<file path="config.mk">
export PLATFORM = sky130hd
export DESIGN_NAME = i2s_tx
export DESIGN_NICKNAME = d
export VERILOG_FILES = /design/src/rtl/gp_audio_pkg.sv /design/src/rtl/i2s_clk_div.sv /design/src/rtl/i2s_tx.sv
export SDC_FILE = /design/constraint.sdc
export NUM_CORES = 1
export LEC_CHECK = 0
export ABC_AREA = 1
export BUFFER_PORTS_ARGS = -buffer_cell sky130_fd_sc_hd__buf_2
export CELL_PAD_IN_SITES_DETAIL_PLACEMENT = 0
export CELL_PAD_IN_SITES_GLOBAL_PLACEMENT = 1
export CORE_UTILIZATION = 44
export CTS_BUF_LIST = sky130_fd_sc_hd__clkbuf_16
export CTS_CLUSTER_DIAMETER = 120
export DETAILED_ROUTE_END_ITERATION = 12
export PLACE_DENSITY = 0.81
export SYNTH_ARGS = -nofsm -noshare
export SYNTH_HDL_FRONTEND = slang
export SYNTH_HIERARCHICAL = 1
export SYNTH_SLANG_ARGS = --single-unit
</file>
<file path="constraint.sdc">
create_clock -name clk -period 5.6 [get_ports clk]
set_clock_uncertainty 0.05 [all_clocks]
set_input_delay 0.28 -clock clk [delete_from_list [all_inputs] [get_ports clk]]
set_output_delay 0.28 -clock clk [all_outputs]
set_load 0.01 [all_outputs]
</file>
<file path="src/rtl/gp_audio_pkg.sv">
// Shared audio-path definitions: sample/slot/frame geometry, the PCM sample
// type and the transmit holding-buffer states.
package gp_audio_pkg;

  localparam int unsigned SAMPLE_W   = 16;
  localparam int unsigned SLOT_BITS  = 16;
  localparam int unsigned FRAME_BITS = 32;

  typedef logic signed [SAMPLE_W-1:0] sample_t;

  // One-deep holding buffer between the effects chain and the serializer.
  typedef enum logic {
    BUF_EMPTY = 1'b0,
    BUF_FULL  = 1'b1
  } buf_state_t;

endpackage

</file>
<file path="src/rtl/i2s_clk_div.sv">
// Bit-clock generator: divides clk by 2*BCLK_DIV to form bclk and strobes
// fall_evt for one clk in the cycle whose edge drives bclk from 1 to 0.
module i2s_clk_div #(
  parameter int unsigned BCLK_DIV = 4
) (
  input  logic clk,
  input  logic rst,
  output logic bclk,
  output logic fall_evt
);

  localparam int unsigned DIV_W = (BCLK_DIV > 1) ? $clog2(BCLK_DIV) : 1;
  localparam logic [DIV_W-1:0] DIV_LAST = DIV_W'(BCLK_DIV - 1);

  logic [DIV_W-1:0] div_cnt;
  logic             div_term;

  assign div_term = (div_cnt == DIV_LAST);
  assign fall_evt = div_term & bclk;

  // Half-period counter; bclk toggles at terminal count.
  always_ff @(posedge clk) begin
    if (rst) begin
      div_cnt <= '0;
      bclk    <= 1'b0;
    end else if (div_term) begin
      div_cnt <= '0;
      bclk    <= ~bclk;
    end else begin
      div_cnt <= div_cnt + 1'b1;
    end
  end

endmodule

</file>
<file path="src/rtl/i2s_tx.sv">
// I2S transmitter: accepts mono PCM samples through a one-deep buffer and
// serializes each as a stereo frame (same sample on both channels), MSB
// first, with the standard one-bit lrclk delay.
// Optional: define I2S_TX_UNDERRUN_CNT_EN to add the saturating
// underrun_cnt output.
module i2s_tx #(
  parameter int unsigned BCLK_DIV = 4,
  parameter int unsigned SAMPLE_W = gp_audio_pkg::SAMPLE_W
) (
  input  logic                clk,
  input  logic                rst,
  input  logic                sample_valid,
  input  logic [SAMPLE_W-1:0] sample,
  output logic                sample_ready,
  output logic                bclk,
  output logic                lrclk,
  output logic                sdata,
  output logic                frame_tick
`ifdef I2S_TX_UNDERRUN_CNT_EN
  ,
  output logic [15:0]         underrun_cnt
`endif
);

  import gp_audio_pkg::*;

  localparam int unsigned SLOTS = 2 * SAMPLE_W;
  localparam int unsigned K_W   = $clog2(SLOTS);
  localparam int unsigned IDX_W = $clog2(SAMPLE_W);
  localparam logic [K_W-1:0]   K_LAST   = K_W'(SLOTS - 1);
  localparam logic [K_W-1:0]   K_RIGHT  = K_W'(SAMPLE_W - 1);
  localparam logic [K_W-1:0]   K_SLOT_W = K_W'(SAMPLE_W);
  localparam logic [IDX_W-1:0] IDX_MSB  = IDX_W'(SAMPLE_W - 1);

  logic                fall_evt;
  logic [K_W-1:0]      k;
  logic [K_W-1:0]      k_next;
  logic [K_W-1:0]      slot_pos;
  logic [IDX_W-1:0]    bit_idx;
  logic [SAMPLE_W-1:0] frame;
  logic [SAMPLE_W-1:0] frame_next;
  logic [SAMPLE_W-1:0] buf_data;
  buf_state_t          buf_state;
  buf_state_t          buf_state_next;
  logic                load;
  logic                accept;
  logic                lrclk_next;
  logic                sdata_next;

  i2s_clk_div #(
    .BCLK_DIV (BCLK_DIV)
  ) u_clk_div (
    .clk      (clk),
    .rst      (rst),
    .bclk     (bclk),
    .fall_evt (fall_evt)
  );

  // Slot advance, frame load, buffer next-state and next serial outputs.
  // The serial bit for the slot being entered is taken from frame_next so
  // the MSB of a freshly loaded frame leaves on the same falling event.
  always_comb begin
    k_next         = k;
    load           = 1'b0;
    accept         = sample_valid & sample_ready;
    frame_next     = frame;
    buf_state_next = buf_state;

    if (fall_evt) begin
      k_next = (k == K_LAST) ? '0 : k + 1'b1;
      load   = (k == K_LAST);
    end

    if (load && (buf_state == BUF_FULL)) begin
      frame_next = buf_data;
    end

    if (accept) begin
      buf_state_next = BUF_FULL;
    end else if (load) begin
      buf_state_next = BUF_EMPTY;
    end

    slot_pos   = (k_next >= K_SLOT_W) ? k_next - K_SLOT_W : k_next;
    bit_idx    = IDX_MSB - IDX_W'(slot_pos);
    sdata_next = frame_next[bit_idx];
    lrclk_next = (k_next >= K_RIGHT) && (k_next != K_LAST);
  end

  // Holding buffer, frame register and handshake.
  always_ff @(posedge clk) begin
    if (rst) begin
      buf_state    <= BUF_EMPTY;
      buf_data     <= '0;
      frame        <= '0;
      sample_ready <= 1'b0;
      frame_tick   <= 1'b0;
    end else begin
      buf_state    <= buf_state_next;
      frame        <= frame_next;
      sample_ready <= (buf_state_next == BUF_EMPTY);
      frame_tick   <= load;
      if (accept) begin
        buf_data <= sample;
      end
    end
  end

  // Slot counter and serial outputs, updated only on falling bclk events.
  always_ff @(posedge clk) begin
    if (rst) begin
      k     <= K_LAST;
      lrclk <= 1'b0;
      sdata <= 1'b0;
    end else if (fall_evt) begin
      k     <= k_next;
      lrclk <= lrclk_next;
      sdata <= sdata_next;
    end
  end

`ifdef I2S_TX_UNDERRUN_CNT_EN
  // Saturating count of frame loads that found the buffer empty.
  always_ff @(posedge clk) begin
    if (rst) begin
      underrun_cnt <= '0;
    end else if (load && (buf_state == BUF_EMPTY) && (underrun_cnt != '1)) begin
      underrun_cnt <= underrun_cnt + 1'b1;
    end
  end
`endif

endmodule

</file>
==> results of run 1 <==
-- cells in the mapped netlist, drive strengths merged --
library cell	instances	area [um2]
ha	3	37.5
xor2	1	8.76
dlygate4sd1	1	8.76
dfxtp	45	901
clkinv	1	3.75
buf	4	45.0
o21ai	26	160
nor3	1	5.00
nand3	21	130
inv	32	120
nor2	53	230
a21oi	13	65.1
nor3b	1	7.51
nand4	4	25.0
clkbuf	5	18.8
nand2	55	219
-- stage by stage --
stage	util, %	power, mW
4_1_cts	51.2	0.672
3_3_place_gp	48.1	0.396
5_1_grt	51.2	0.692
3_5_place_dp	48.1	0.396
6_report	51.2	0.663
2_1_floorplan	-	0.380
-- where the power goes --
group / total (mW) / leakage, nW / internal [mW] / switching [mW]
Sequential: 0.340 / 0.366 / 0.333 / 0.00726
Combinational: 0.0477 / 0.640 / 0.0181 / 0.0296
Clock: 0.275 / 0.0633 / 0.161 / 0.114
Total: 0.663 / 1.07 / 0.512 / 0.151
-- registers in the layout, indices dropped and copies added, names as in the netlist --
register and flops:
lrclk 1, sample_ready 1, frame_tick 1, frame 16, u_clk_div/div_cnt 2, k 5
u_clk_div/bclk 1, buf_data 16, sdata 1, buf_state 1
-- layout by cell type (no fill, tap or decap), drive strengths merged --
cell type  synthesis  layout
dfxtp             45      45
inv               32      32
buf                4      23
nor3b              1       1
xor2               1       1
a21oi             13      13
nand4              4       4
nor2              53      53
clkinv             1       2
clkbuf             5       5
o21ai             26      26
ha                 3       3
nor3               1       1
nand3             21      21
clkinvlp           0       1
nand2             55      55
-- layout make-up --
| cell class | instances | area (um2) | share of cell area, % |
|---|---|---|---|
| repair buffers | 23 | 115 | 5.16 |
| flip-flops and latches | 45 | 901 | 40.4 |
| clock inverters | 2 | 11.3 | 0.505 |
| clock buffers | 5 | 125 | 5.61 |
| inverters | 33 | 124 | 5.56 |
| well taps | 52 | 65.1 | 2.92 |
| multi-input cells | 178 | 888 | 39.8 |
-- critical path, stage by stage, from the launching register on --
cell,delay [ns]
dfxtp_1,0.33
ha_1,0.22
nand2_1,0.09
inv_1,0.49
nand3_4,0.39
o21ai_2,0.28
nand2_1,0.07
nand3_1,0.08
nand3_1,0.07
nand3_1,0.08
nand3_1,0.06
nand2_1,0.08
inv_1,0.03
-- worst min path at each step --
stage / startpoint / endpoint / depth (start not counted)
2_1_floorplan: rst / u_clk_div/div_cnt[1]$_SDFF_PP0_ / 1
6_report: sample[3] / buf_data[3]$_SDFFE_PP0P_ / 3
4_1_cts: sample[11] / buf_data[11]$_SDFFE_PP0P_ / 3
3_5_place_dp: u_clk_div/div_cnt[0]$_SDFF_PP0_ / u_clk_div/div_cnt[0]$_SDFF_PP0_ / 1
5_1_grt: sample[3] / buf_data[3]$_SDFFE_PP0P_ / 3
3_3_place_gp: u_clk_div/div_cnt[0]$_SDFF_PP0_ / u_clk_div/div_cnt[0]$_SDFF_PP0_ / 1
-- cell families (layout without fill, tap and decap cells) --
kind of cell	Yosys count	after routing	share of synthesized area (%)
fa+ha+maj	3	3	1.89
flops	45	45	45.4
compound gates	39	39	11.3
xor+xnor	1	1	0.441
simple gates	135	135	31.1
buf+inv	43	63	9.89
-- per-layer routing --
layer / track usage [%] / share of wire [%] / vias to the layer above
met5: 0 / 0 / -
met3: 4.51 / 3.1 / 5
met4: 6.35 / 1.4 / 0
met2: 30.7 / 47 / 27
li1: - / - / 876
met1: 24.1 / 48 / 705
==> metrics, run 1 <==
Lkg Pwr between 1 and 1.5 nW; Max-slew headroom roughly 55%; core box area 4350 um2; io pins 24; vias per inst roughly 4.8; DIE HEIGHT 69.2 um; GRT Total Usage 18.7%; later-pin clock latency in the skew report 0.28 ns; CTS max path bufs 2; Port-buffer cells 23; pin count of the biggest net entering global routing 25; status finished clean; critical path arrival 2.57 ns; clk sinks 45; CP endpoint sdata$_SDFFE_PP0P_; placed cell count around 330; Setup crit end kind flip-flop; Tcrit/Tclk final between 40% and 50%; Worst Path Max Fanout 22; GP Congestion around 0.83; RSZ-0062 raised after global routing no; vias in the first global route 1500; Max Cap Viol 0; depth of the most critical reg-to-reg path 12; WHS just under 0.2 ns; # rows 24; depth of the CTS H-tree 2; synth unique cells 24; Max VDD drop 0.174 mV; drt wl/cell around 12 um; setup_tns 0 ns; Initial Util a little under half; Post-layout nets 308; syn_area_per_cell around 7.5 um2; Post-DP HPWL a little under 3000 um; Num CTS Buffers 5; setup ws final between 3 and 4 ns; reg2reg end sdata$_SDFFE_PP0P_; Routed WL about 4000 um; Antenna diodes 0; post_cts resized 0; startpoint types flip-flop; hold_buf cts 0; fin area ~2200 um2; share of layout cells above drive strength 1 15.0%; die area ~4800 um2; Min-Delay Path Class in2reg; crit path from u_clk_div/div_cnt[0]$_SDFF_PP0_; Area after DPL 2090 um2; postcts setup bufs 0; Slew Viols, Final 0; register area share after synthesis ~45%; minimum clock period 2.44 ns; first-pass GRT wire length 7030 um; reg2reg start u_clk_div/div_cnt[0]$_SDFF_PP0_; Clock transition at path regs 0.06 ns; router iterations before antenna repair 4; First DRT Iteration DRCs 70; Area Growth Syn to Fin 12.3%; Root Driver clkbuf_16; pwr dens slightly below 300 nW/um2; pre-CTS setup slack 3.15 ns; DRC errors left 0; yosys warns 6; Final setup viols 0; die width 69.2 um; # fillers between 400 and 500; WS Path Type reg2reg; count of state elements after synthesis between 40 and 50; Final Hold Viols 0; final non-filler cell total between 300 and 400; Antenna Nets Post-Route 0; grt total ovfl 0; r2r setup slk roughly 3.2 ns; initial antenna violation count 0; Via Count around 1600; Cells after Synth 266; Post-Synthesis Net Count approximately 290; Mapped Area about 2000 um2; actual transition at the worst max-transition pin about 0.67 ns; Achievable Freq between 0.4 and 0.5 GHz; required time of the critical path 5.73 ns; CTS tree built
Power figures use the tool's default switching activity.
==> run 2, diff against run 1 <==
--- a/config.mk
+++ b/config.mk
@@ -9,11 +9,11 @@
 export BUFFER_PORTS_ARGS = -buffer_cell sky130_fd_sc_hd__buf_2
 export CELL_PAD_IN_SITES_DETAIL_PLACEMENT = 0
 export CELL_PAD_IN_SITES_GLOBAL_PLACEMENT = 1
-export CORE_UTILIZATION = 44
+export CORE_UTILIZATION = 41
 export CTS_BUF_LIST = sky130_fd_sc_hd__clkbuf_16
 export CTS_CLUSTER_DIAMETER = 120
 export DETAILED_ROUTE_END_ITERATION = 12
-export PLACE_DENSITY = 0.81
+export PLACE_DENSITY = 0.76
 export SYNTH_ARGS = -nofsm -noshare
 export SYNTH_HDL_FRONTEND = slang
 export SYNTH_HIERARCHICAL = 1
==> constraint.sdc (replaced) <==
create_clock -name clk -period 2.3 [get_ports clk]
set_clock_uncertainty 0.05 [all_clocks]
set_input_delay 0.115 -clock clk [delete_from_list [all_inputs] [get_ports clk]]
set_output_delay 0.115 -clock clk [all_outputs]
set_load 0.01 [all_outputs]
==> run 2 against run 1 <==
Effect of this change: routed wire length rose by 7.6%; combinational power grew to 2.6 times the previous value; register-to-register slack lost 3.0 ns; clock power rose to 3.0 times the previous value; critical path type unchanged; critical endpoint unchanged; largest cell class unchanged; largest power group unchanged.
==> metrics, run 2 (same netlist as run 1, synthesis figures left out) <==
status finished clean; Max Cap Viol 0; Slew Viols, Final 0; Tcrit/Tclk final between 90% and 100%; # rows 24; commonest non-fill, non-tap cells in the layout nand2_1 (52), nor2_1 (50), dfxtp_1 (45); Clock transition at path regs around 0.06 ns; First DRT Iteration DRCs between 70 and 80; Total Power about 1.8 mW; met3 WL 185 um; Lkg Pwr about 1.1 nW; Seq pwr share between 40% and 50%; DRC errors left 0; clk sinks 45; Achievable Freq between 0.4 and 0.5 GHz; initial antenna violation count 0; Root Driver clkbuf_16; Via Count between 1500 and 2000; sw frac approximately 23%; Setup crit end kind flip-flop; Area Growth Syn to Fin 17.5%; depth of the most critical reg-to-reg path 15; grt total ovfl 0; required time of the critical path between 2 and 2.5 ns; die area 5130 um2; pin count of the biggest net entering global routing 25; # fillers roughly 470; Antenna Nets Post-Route 0; reg2reg start k[1]$_SDFFE_PP1P_; Final Hold Viols 0; share of layout cells above drive strength 1 18.6%; largest registers buf_data (16), frame (16), k (5); core box area between 4000 and 5000 um2; crit path from k[1]$_SDFFE_PP1P_; M1 WL 2180 um; Num CTS Buffers 5; vias per inst 4.83; placed cell count ~340; pwr dens between 700 and 800 nW/um2; Min-Delay Path Class in2reg; Antenna diodes 0; setup_tns 0 ns; Port-buffer cells 23; GP Congestion approximately 0.83; clock power share 46.3%; GRT Total Usage around 18%; die width roughly 72 um; reg2reg end sdata$_SDFFE_PP0P_; Sw Pwr 0.402 mW; router iterations before antenna repair 4; actual transition at the worst max-transition pin about 0.62 ns; DR WL met2 ~1900 um; Post-layout nets about 320; commonest non-fill, non-tap cell in the layout nand2_1; Worst Path Max Fanout 7; Routed WL ~4300 um; Post-DP HPWL ~3000 um; r2r setup slk around 0.18 ns; Initial Util roughly 44%; HP Start sample[7]; CTS tree built; Final setup viols 0; depth of the CTS H-tree 2; CTS max path bufs 2; startpoint types flip-flop; RSZ-0062 raised after global routing no; cell internal pwr 1.37 mW; io pins 24; first-pass GRT wire length between 7000 and 8000 um; CP endpoint sdata$_SDFFE_PP0P_; DIE HEIGHT around 72 um; fin area ~2300 um2; Max-slew headroom between 50% and 60%; critical path arrival approximately 2.3 ns; Max VDD drop 0.397 mV; Top Layer Used met4; final non-filler cell total around 350; drt wl/cell approximately 12 um; vias in the first global route 1544; Gate power share 7.0%; Area after DPL ~2100 um2; minimum clock period 2.12 ns; later-pin clock latency in the skew report between 0.2 and 0.3 ns; WS Path Type reg2reg
==> run 2: cell types whose count changed in the layout (fill, tap and decap cells not counted) <==
cell / before / now
ha_1: 3 / 2
ha_2: 0 / 1
buf_4: 0 / 7
clkinv_1: 2 / 1
nand3_2: 0 / 1
clkinv_4: 0 / 1
bufinv_16: 0 / 1
inv_1: 32 / 31
clkinvlp_4: 1 / 2
==> run 2: cell type report <==
class                   count  area, um2  share of cell area [%]
clock buffers               5        125                    5.36
clock inverters             3       46.3                    1.98
inverters                  33        128                    5.47
multi-input cells         179        901                    38.6
flip-flops and latches     45        901                    38.6
well taps                  52       65.1                    2.79
repair buffers             30        168                    7.18
==> run 2: critical path, cell delays in order (launching register included) <==
cell     delay [ns]
dfxtp_1        0.35
ha_1           0.19
nand2_1        0.06
nor2_1         0.10
ha_2           0.32
nand2_4        0.15
nor2_8         0.16
nand2_1        0.09
nand2_1        0.09
nor2_1         0.05
nor2_1         0.12
nand3_1        0.08
nand3_1        0.07
nand3_1        0.07
nand2_1        0.06
inv_1          0.03
==> run 2: metrics by stage <==
stage | worst slack (ns) | hold slack (ns) | utilization [%]
2_1_floorplan | 0.380 | 0.141 | -
3_3_place_gp | 0.172 | 0.317 | 47.3
3_5_place_dp | 0.144 | 0.322 | 47.3
4_1_cts | 0.118 | 0.0262 | 51.1
5_1_grt | 0.0151 | 0.0493 | 51.8
6_report | 0.183 | 0.0218 | 51.8
==> run 2: routing by layer <==
metal  track usage (%)  vias up
met2              29.1       42
met1              23.6      731
met3              3.38        7
met5                 0        -
li1                  -      896
met4              7.19        0
==> run 2: worst min path at each step <==
| stage | depth (start not counted) | endpoint | slack (ns) |
|---|---|---|---|
| CTS | 3 | buf_data[7]$_SDFFE_PP0P_ | 0.03 |
| floorplan | 1 | u_clk_div/div_cnt[1]$_SDFF_PP0_ | 0.14 |
| global route | 3 | buf_data[11]$_SDFFE_PP0P_ | 0.05 |
| detailed placement | 3 | buf_data[7]$_SDFFE_PP0P_ | 0.32 |
| finish | 3 | buf_data[7]$_SDFFE_PP0P_ | 0.02 |
| global placement | 3 | buf_data[7]$_SDFFE_PP0P_ | 0.32 |
==> run 2: timing repair <==
item / in CTS / in global routing
setup endpoints to repair: 0 / 2
hold buffers: 0 / 0
resized for setup: 0 / 2
setup buffers: 0 / 2
==> run 2: power groups by stage <==
stage / combinational, mW / sequential (mW) / clock [mW]
CTS: 0.124 / 0.828 / 0.827
floorplan: 0.0815 / 0.843 / 0
finish: 0.124 / 0.828 / 0.822
global placement: 0.122 / 0.845 / 0
global route: 0.145 / 0.832 / 0.858
detailed placement: 0.123 / 0.846 / 0
